### config.mk
export PLATFORM = sky130hd
export DESIGN_NAME = mac_dot_acc
export DESIGN_NICKNAME = d
export VERILOG_FILES = /design/src/rtl/mac_pkg.sv /design/src/rtl/mac_requant.sv /design/src/rtl/n_delay.sv /design/src/rtl/mac_dot_acc.sv
export SDC_FILE = /design/constraint.sdc
export NUM_CORES = 1
export LEC_CHECK = 0
export CAP_MARGIN = 30
export CORE_UTILIZATION = 28
export CTS_CLUSTER_DIAMETER = 150
export DETAILED_ROUTE_END_ITERATION = 10
export PLACE_DENSITY_LB_ADDON = 0.2
export REMOVE_ABC_BUFFERS = 1
export SYNTH_ARGS = -nofsm -noshare
export SYNTH_HDL_FRONTEND = slang
export SYNTH_HIERARCHICAL = 1
export SYNTH_SLANG_ARGS = --single-unit
### constraint.sdc
create_clock -name clk -period 7.85 [get_ports clk]
set_input_delay 2.355 -clock clk [delete_from_list [all_inputs] [get_ports clk]]
set_output_delay 2.355 -clock clk [all_outputs]
set_load 0.03 [all_outputs]
### src/rtl/mac_pkg.sv
// Shared types and width helpers for the dot-product accumulator and its requantiser.
package mac_pkg;

  typedef struct packed {
    logic valid;
    logic first;
    logic last;
  } side_t;

  function automatic int prod_w(input int wx, input int wk);
    return wx + wk;
  endfunction

  function automatic int tree_w(input int wx, input int wk, input int n);
    return wx + wk + $clog2(n);
  endfunction

  function automatic int shift_w(input int wa);
    return $clog2(wa);
  endfunction

endpackage

### src/rtl/mac_requant.sv
// Registered requantiser: round-half-up arithmetic shift, optional ReLU, saturate to WO.
module mac_requant import mac_pkg::*; #(
  parameter int WA = 32,
  parameter int WO = 16
) (
  input  logic                     clk,
  input  logic                     rstn,
  input  logic                     en,
  input  logic                     in_valid,
  input  logic signed [WA-1:0]     acc,
  input  logic [shift_w(WA)-1:0]   shift,
  input  logic                     relu,
  output logic                     y_valid,
  output logic signed [WO-1:0]     y,
  output logic                     sat
);

  // One guard bit so the rounding bias can never overflow the accumulator range.
  localparam logic signed [WA:0] YMAX = {{(WA-WO+2){1'b0}}, {(WO-1){1'b1}}};
  localparam logic signed [WA:0] YMIN = {{(WA-WO+2){1'b1}}, {(WO-1){1'b0}}};

  logic signed [WA:0]   bias;
  logic signed [WA:0]   rounded;
  logic signed [WA:0]   clipped;
  logic signed [WO-1:0] y_next;
  logic                 sat_next;

  always_comb begin
    bias = '0;
    if (shift != '0) bias = (WA+1)'(1) << (shift - 1'b1);
    rounded  = ($signed({acc[WA-1], acc}) + bias) >>> shift;
    clipped  = (relu && rounded < 0) ? '0 : rounded;
    sat_next = 1'b0;
    y_next   = clipped[WO-1:0];
    if (clipped > YMAX) begin
      y_next   = YMAX[WO-1:0];
      sat_next = 1'b1;
    end else if (clipped < YMIN) begin
      y_next   = YMIN[WO-1:0];
      sat_next = 1'b1;
    end
  end

  always_ff @(posedge clk) begin
    if (!rstn) begin
      y_valid <= 1'b0;
      y       <= '0;
      sat     <= 1'b0;
    end else if (en) begin
      y_valid <= in_valid;
      sat     <= in_valid && sat_next;
      if (in_valid) y <= y_next;
    end
  end

endmodule

### src/rtl/n_delay.sv
// Enable-gated delay line of D registers, W bits wide; D=0 is a plain wire.
module n_delay #(
  parameter int W = 1,
  parameter int D = 1
) (
  input  logic         clk,
  input  logic         rstn,
  input  logic         en,
  input  logic [W-1:0] d,
  output logic [W-1:0] q
);

  generate
    if (D == 0) begin : g_wire
      assign q = d;
    end else begin : g_pipe
      logic [W-1:0] stage [D];

      always_ff @(posedge clk) begin
        if (!rstn) begin
          for (int i = 0; i < D; i++) stage[i] <= '0;
        end else if (en) begin
          stage[0] <= d;
          for (int i = 1; i < D; i++) stage[i] <= stage[i-1];
        end
      end

      assign q = stage[D-1];
    end
  endgenerate

endmodule

### src/rtl/mac_dot_acc.sv
// N-lane signed dot-product accumulator: pipelined products, adder tree,
// packet accumulation on first/last, then requantisation of each packet sum.
module mac_dot_acc import mac_pkg::*; #(
  parameter int N  = 4,
  parameter int WX = 4,
  parameter int WK = 8,
  parameter int LM = 2,
  parameter int WA = 32,
  parameter int WO = 16
) (
  input  logic                     clk,
  input  logic                     rstn,
  input  logic                     en,
  input  logic                     x_valid,
  input  logic                     first,
  input  logic                     last,
  input  logic [N*WX-1:0]          x,
  input  logic [N*WK-1:0]          k,
  input  logic [shift_w(WA)-1:0]   shift,
  input  logic                     relu,
  output logic                     y_valid,
  output logic signed [WO-1:0]     y,
  output logic                     sat
);

  localparam int WP = prod_w(WX, WK);
  localparam int WT = tree_w(WX, WK, N);

  typedef logic signed [WP-1:0] prod_lanes_t [N];

  prod_lanes_t          prod_m1;
  prod_lanes_t          prod_mt;
  side_t                side_in;
  side_t                side_m;
  side_t                t_side;
  logic signed [WT-1:0] tree_sum;
  logic signed [WT-1:0] t_sum;
  logic signed [WA-1:0] acc;
  logic                 a_done;

  always_ff @(posedge clk) begin
    if (!rstn) begin
      for (int i = 0; i < N; i++) prod_m1[i] <= '0;
    end else if (en) begin
      for (int i = 0; i < N; i++)
        prod_m1[i] <= WP'($signed(x[i*WX +: WX])) * WP'($signed(k[i*WK +: WK]));
    end
  end

  for (genvar i = 0; i < N; i++) begin : g_tail
    n_delay #(.W(WP), .D(LM-1)) u_tail (
      .clk  (clk),
      .rstn (rstn),
      .en   (en),
      .d    (prod_m1[i]),
      .q    (prod_mt[i])
    );
  end

  // Sidebands travel the full multiplier depth so they line up with the tail outputs.
  assign side_in = '{valid: x_valid, first: first, last: last};

  n_delay #(.W($bits(side_t)), .D(LM)) u_side (
    .clk  (clk),
    .rstn (rstn),
    .en   (en),
    .d    (side_in),
    .q    (side_m)
  );

  always_comb begin
    tree_sum = '0;
    for (int i = 0; i < N; i++) tree_sum = tree_sum + WT'(prod_mt[i]);
  end

  // Accumulator wraps at WA; a first always restarts, even inside an open packet.
  always_ff @(posedge clk) begin
    if (!rstn) begin
      t_sum  <= '0;
      t_side <= '0;
      acc    <= '0;
      a_done <= 1'b0;
    end else if (en) begin
      t_sum  <= tree_sum;
      t_side <= side_m;
      a_done <= t_side.valid && t_side.last;
      if (t_side.valid) acc <= t_side.first ? WA'(t_sum) : acc + WA'(t_sum);
    end
  end

  mac_requant #(.WA(WA), .WO(WO)) u_requant (
    .clk      (clk),
    .rstn     (rstn),
    .en       (en),
    .in_valid (a_done),
    .acc      (acc),
    .shift    (shift),
    .relu     (relu),
    .y_valid  (y_valid),
    .y        (y),
    .sat      (sat)
  );

endmodule

After elaboration in Yosys (flattened, before gate mapping) --
Memories as Yosys holds them, arrays and structs flattened. A register that Yosys moved wholly into a read port is not among the register bits. Index checks and enable logic that the tools add are counted.
Operators by class: bitwise operators 6, magnitude comparators 3, shift-type cells 2, reduce and logical (&&, ||, !) cells 11, $add $sub $neg 6, multiplexer cells 25, multiply operators 4
Operators by type and width (count):
- two-way mux 12 bit | 8
- two-way mux 33 bit | 2
- multiplier 4 x 8 -> 12 bit | 4
- OR reduction 12 bit | 4
- adder 32 x 33 -> 33 bit | 1
- > comparator 33 x 16 -> 1 bit (second input constant) | 1
- < comparator 33 x 1 -> 1 bit (second input constant) | 1
- < comparator 33 x 16 -> 1 bit (second input constant) | 1
- left shift 1 x 5 -> 33 bit (first input constant) | 1
- >>> shifter 33 x 5 -> 33 bit | 1
- adder 32 x 14 -> 32 bit | 1
- two-way mux 16 bit | 2
- two-way mux 32 bit | 1
- adder 13 x 12 -> 14 bit | 1
- adder 14 x 12 -> 14 bit | 1
- adder 12 x 12 -> 13 bit | 1
- two-way mux 1 bit | 10
- two-way mux 3 bit | 2
- bitwise OR 1 bit | 6
- nonzero test 5 bit | 1
- subtractor 5 x 1 -> 5 bit (second input constant) | 1
- AND reduction 2 bit | 2
- logical AND 1 bit | 3
- logical NOT 1 bit | 1
Word-level totals: memories 6, output and inout bits 18, input bits 60, bits in registers 65, memory bits (writable) 102
Memory list:
- prod_m1 | depth 4, bits a word 12, read ports 4, clocked after Yosys merged registers in 0, wr ports 4, RTL line mac_dot_acc.sv:31 | prod_lanes_t prod_m1;
- g_tail[0].u_tail.g_pipe.stage | depth 1, bits a word 12, read ports 1, clocked after Yosys merged registers in 0, wr ports 1, RTL line n_delay.sv:17 | logic [W-1:0] stage [D];
- g_tail[1].u_tail.g_pipe.stage | depth 1, bits a word 12, read ports 1, clocked after Yosys merged registers in 0, wr ports 1, RTL line n_delay.sv:17
- g_tail[2].u_tail.g_pipe.stage | depth 1, bits a word 12, read ports 1, clocked after Yosys merged registers in 0, wr ports 1, RTL line n_delay.sv:17
- g_tail[3].u_tail.g_pipe.stage | depth 1, bits a word 12, read ports 1, clocked after Yosys merged registers in 0, wr ports 1, RTL line n_delay.sv:17
- u_side.g_pipe.stage | depth 2, bits a word 3, read ports 2, clocked after Yosys merged registers in 1, wr ports 2, RTL line n_delay.sv:17

Logic depth before layout (Yosys ltp) --
depth in word-level cells 12, mapped depth 23, mapped depth without buffers 18

Modules after synthesis --
Netlist, hierarchy kept.
By module, submodules not included:
- mac_dot_acc | instances 1, area an instance 10455.0 um^2, cells each 1108
- mac_requant | instances 1, area an instance 5903.2 um^2, cells each 872
- n_delay (g_tail[0].u_tail ...) | instances 4, area an instance 460.4 um^2, cells each 27
- n_delay (u_side) | instances 1, area an instance 246.5 um^2, cells each 16

Worst setup path before layout --
Ideal clock, no wire load.
path kind input to register, from in shift[2], to reg u_requant.y[10], setup time 0.124 ns, slack 0.526 ns, data arrival time 7.200 ns, stages on the path 21, cell sequence clkbuf_1 buf_1 clkbuf_1 clkbuf_1 buf_1 nand3_1 nor2_1 ha_1 a211oi_2 nor3b_1 a311o_1 or4_1 o211ai_2 nor3_1 a211oi_4 nor2_1 o41a_1 nor4bb_1 a21oi_2 buf_6 o211ai_2
On the way: longest elaborated chain between the ends 11, elaborated cells on any way between the ends 13, classes of those cells add/sub (2); order compare (3); shift (2); mux (4); reduce/logical (2)
Ends and longest elaborated chain:
- from (decl) | RTL line mac_dot_acc.sv:19 | input logic [shift_w(WA)-1:0] shift,
- subtractor 5 x 1 -> 5 bit | RTL line mac_requant.sv:30 | if (shift != '0) bias = (WA+1)'(1) << (shift - 1'b1);
- left shift 1 x 5 -> 33 bit | RTL line mac_requant.sv:30
- two-way mux 33 bit | RTL line mac_requant.sv:30
- adder 32 x 33 -> 33 bit | RTL line mac_requant.sv:31 | rounded = ($signed({acc[WA-1], acc}) + bias) >>> shift;
- >>> shifter 33 x 5 -> 33 bit * | RTL line mac_requant.sv:31
- < comparator 33 x 1 -> 1 bit | RTL line mac_requant.sv:32 | clipped = (relu && rounded < 0) ? '0 : rounded;
- logical AND 1 bit | RTL line mac_requant.sv:32
- two-way mux 33 bit * | RTL line mac_requant.sv:32
- < comparator 33 x 16 -> 1 bit | RTL line mac_requant.sv:38 | end else if (clipped < YMIN) begin
- two-way mux 16 bit | RTL line mac_requant.sv:38
- two-way mux 16 bit * | RTL line mac_requant.sv:35 | if (clipped > YMAX) begin
- to (signal assigned) | RTL line mac_requant.sv:52 | if (in_valid) y <= y_next;
- to (decl) | RTL line mac_requant.sv:14 | output logic signed [WO-1:0] y,
Mark *: on every way between the ends. The rest lies on a longest branch, timed or not. A chain may end at the register's enable or synchronous reset.

Final worst setup path --
from in shift[1], to reg u_requant.y[1]
The elaborated chain is that of the path after synthesis.

==> impl_metrics.ini <==
[cts]
cts_inserted_buffers = 17
cts.reportedPaths.clkPinSlew_ns = 0.07
cts_max_level = 4
cts_sinks = 170
post_cts_buffers = 0
clockBufferDepth = 2
cts_resized = 0
clk_latency_ns = 0.48
cts_root_buf = clkbuf_16
hold_buffers = 0
cts_tree = done

[global_routing]
grt-ovfl-total = 0
grt_pass1_vias = 16044
antenna_found_initial = 0
grt.total_usage = 0.169
grt_pass1_wl_um = 88600
grt_max_degree = 47

[die]
start_util = 0.285
die_area_mm2 = 0.0669
rows = 93
fp.dieH_um = 259
fp.dieW_um = 259
coreArea_mm2 = 0.0648
io-pin-count = 78

[final_layout]
syn2layout_area_growth_pct = 14.2
final_common_cell = nor2_1
drive_gt1_frac = 0.0946
final_cells = 3044
layout_common_cells = 178 x nor2_1, 173 x nand2_1, 156 x ha_1
nNetsFinal = 2487
n_antenna_cell = 0

[sta]
period_needed_ns = 7.38
finalSetupViolations = 0
fin_ws_ns = 0.466
slew_viol_final = 0
finalCritPeriodShare = 0.941
worst_slew_pin_slew_ns = 1.02
finalSetupTns_ns = 0
final_hold_viol_count = 0
skew_ns = 0.0200
relSlewSlack = 0.320
max_freq_ghz = 0.135
rsz0062_at_grt = no

[power]
intPower_w = 0.00212
swShare = 0.356
p_leak_nw = 9.18
p_sw_w = 0.00117
peakVddDrop_mv = 0.170
combPwrFrac = 0.394
p_per_area_mw_per_mm2 = 156
clkPwrFrac = 0.273
seq_power_share = 0.333

[drt]
vias_per_cell = 5.22
wl_met1_um = 24600
drt_iter0_drc = 978
routed_wl_um = 55400
drtPass1Iterations = 5
wl_met2_um = 27200
avgRoutedWirePerCell_um = 18.2
highest_layer = met4
drc = 0
dr_wl_met3_um = 2020
vias = 15877
ant_nets = 0

[worst_setup_path]
critPathKind = in -> reg
crit_top_cell = a21oi_1
critical-path-max-stage-delay_ns = 0.67
cp_slowest_cell = clkdlybuf4s50_1
crit_family = compound AO/OA/AOI/OAI gates
cp_max_fo = 11
path_cells = clkdlybuf4s50_1 -> nor2b_1 -> nand2_1 -> nor2_1 -> ha_1 -> a21oi_1 -> o21ai_0 -> a22o_1 -> nor4_2 -> o211ai_2 -> o32ai_1 -> a21oi_1 -> a221oi_1 -> o21ai_1 -> nor4bb_1 -> a21oi_2 -> buf_4 -> o211ai_1
crit_path_end_kind = register
worstSetupStartpointType = input port
crit_buf_inv = 2
cp_data_arrival_time_ns = 7.79
cp_data_required_time_ns = 8.26

[place]
portBuffers = 77
dp_slack_ns = 0.107
dp.cells = 3011
place_hpwl_um = 44600
gp_congestion = 0.956

[logic_synthesis]
async_flop_share = 0
synth-edff-count = 102
yosysUniqueCellTypes = 106
synthCells = 2104
ys_seq_area_frac = 0.240
ys_ff_latch = 170
syn_area_mm2 = 0.0184
synth_flop_cell = edfxtp_1
syn_avg_cell_area_um2 = 8.77
synth_warnings = 6

[status]
status = finished, final reports clean

[job]
maxCapViolCount = 0

[min_path]
min_path_type = reg -> reg
-- registers in the layout, indices dropped and copies added, names as in the netlist --
signal,count
prod_m1,48
t_sum,14
g_tail.u_tail/g_pipe.stage,48
u_requant/sat,1
u_side/g_pipe.stage,6
u_requant/y_valid,1
a_done,1
u_requant/y,16
t_side,3
acc,32
-- synthesized netlist by cell type, types with 11 or more instances --
library cell  instances  area share
fa_1                 95        0.10
a21o_1               28       0.011
nand2b_1             20      0.0068
and2_1               81       0.027
clkbuf_1             63       0.013
xor2_1               35       0.017
nand2_1             173       0.035
and3_1               70       0.024
o211ai_2             13      0.0088
edfxtp_1            102        0.17
nor2b_1              46       0.016
o211a_1              14      0.0076
buf_2                24      0.0065
a211oi_1             25       0.010
nor2_1              178       0.036
ha_1                156        0.11
o21ai_1              20      0.0054
nand4_1              25      0.0085
o21bai_1             21      0.0085
a21oi_1             131       0.036
o211ai_1             29       0.012
o21ai_0              69       0.019
o21a_1               14      0.0057
o22ai_1              11      0.0037
mux2i_1              60       0.033
inv_1               145       0.030
nor3_1               43       0.012
dfxtp_1              68       0.074
nor4_1               11      0.0037
xnor2_1              63       0.030
a31oi_1              14      0.0047
nand3_1              33      0.0090
-- power by group through the flow --
stage          Combinational, W  Clock, W  Sequential, W
3_3_place_gp            0.00128         0        0.00113
3_5_place_dp            0.00129         0        0.00113
4_1_cts                 0.00130  0.000932        0.00111
5_1_grt                 0.00149  0.000959        0.00111
6_report                0.00130  0.000898        0.00110
2_1_floorplan          0.000949         0        0.00111
-- area by class of cell --
cell class,count,area [um^2]
Tap cell,855,1070
Sequential cell,170,4420
Multi-Input combinational cell,1679,13000
Inverter,146,548
Clock buffer,18,429
Timing Repair Buffer,162,1450
Fill cell,6718,43700
Clock inverter,14,181
-- metal layers --
layer,GRT usage,vias up
met5,0,-
met4,0.0662,0
met3,0.0251,79
met2,0.290,345
met1,0.211,7742
li1,-,7711
-- cell families (layout without fill, tap and decap cells) --
kind of cell / Yosys count / in the layout / synth area share
and+or+nand+nor: 740 / 740 / 0.203
AOI/OAI and AO/OA: 515 / 515 / 0.200
buffers and inverters: 255 / 340 / 0.0574
adders and majority gates: 251 / 251 / 0.209
DFF: 170 / 170 / 0.240
xor gates and xnor gates: 98 / 98 / 0.0465
muxes: 74 / 74 / 0.0442
other: 1 / 1 / 0.000203
-- through the flow --
| stage | utilization | hold slack [ns] | area [um^2] | power (W) |
|---|---|---|---|---|
| 2_1_floorplan | - | 0.454 | 17900 | 0.00205 |
| 3_3_place_gp | 0.315 | 0.461 | 20400 | 0.00241 |
| 3_5_place_dp | 0.315 | 0.462 | 20400 | 0.00242 |
| 4_1_cts | 0.325 | 0.478 | 21000 | 0.00334 |
| 5_1_grt | 0.325 | 0.510 | 21100 | 0.00356 |
| 6_report | 0.325 | 0.472 | 21100 | 0.00330 |
-- tightest hold or removal path: cells and delay by family, from the launching register on --
| family | cells | cell delay (ns) |
|---|---|---|
| AOI/OAI and AO/OA | 1 | 0.06 |
| and+or+nand+nor | 1 | 0.06 |
| DFF | 1 | 0.32 |
-- final timing paths --
kind                                              startpoint                            to  slack (ns)  cells after the start
worst max-delay path                                shift[1]   u_requant/y[1]$_SDFFE_PN0P_        0.47                     18
worst min-delay path            u_requant/y[10]$_SDFFE_PN0P_  u_requant/y[10]$_SDFFE_PN0P_        0.47                      2
worst max register to register           acc[2]$_SDFFE_PN0P_   u_requant/y[1]$_SDFFE_PN0P_        3.37                     14
worst min register to register  u_requant/y[10]$_SDFFE_PN0P_  u_requant/y[10]$_SDFFE_PN0P_        0.47                      2
Note: power is estimated with default switching activity, not from simulation.
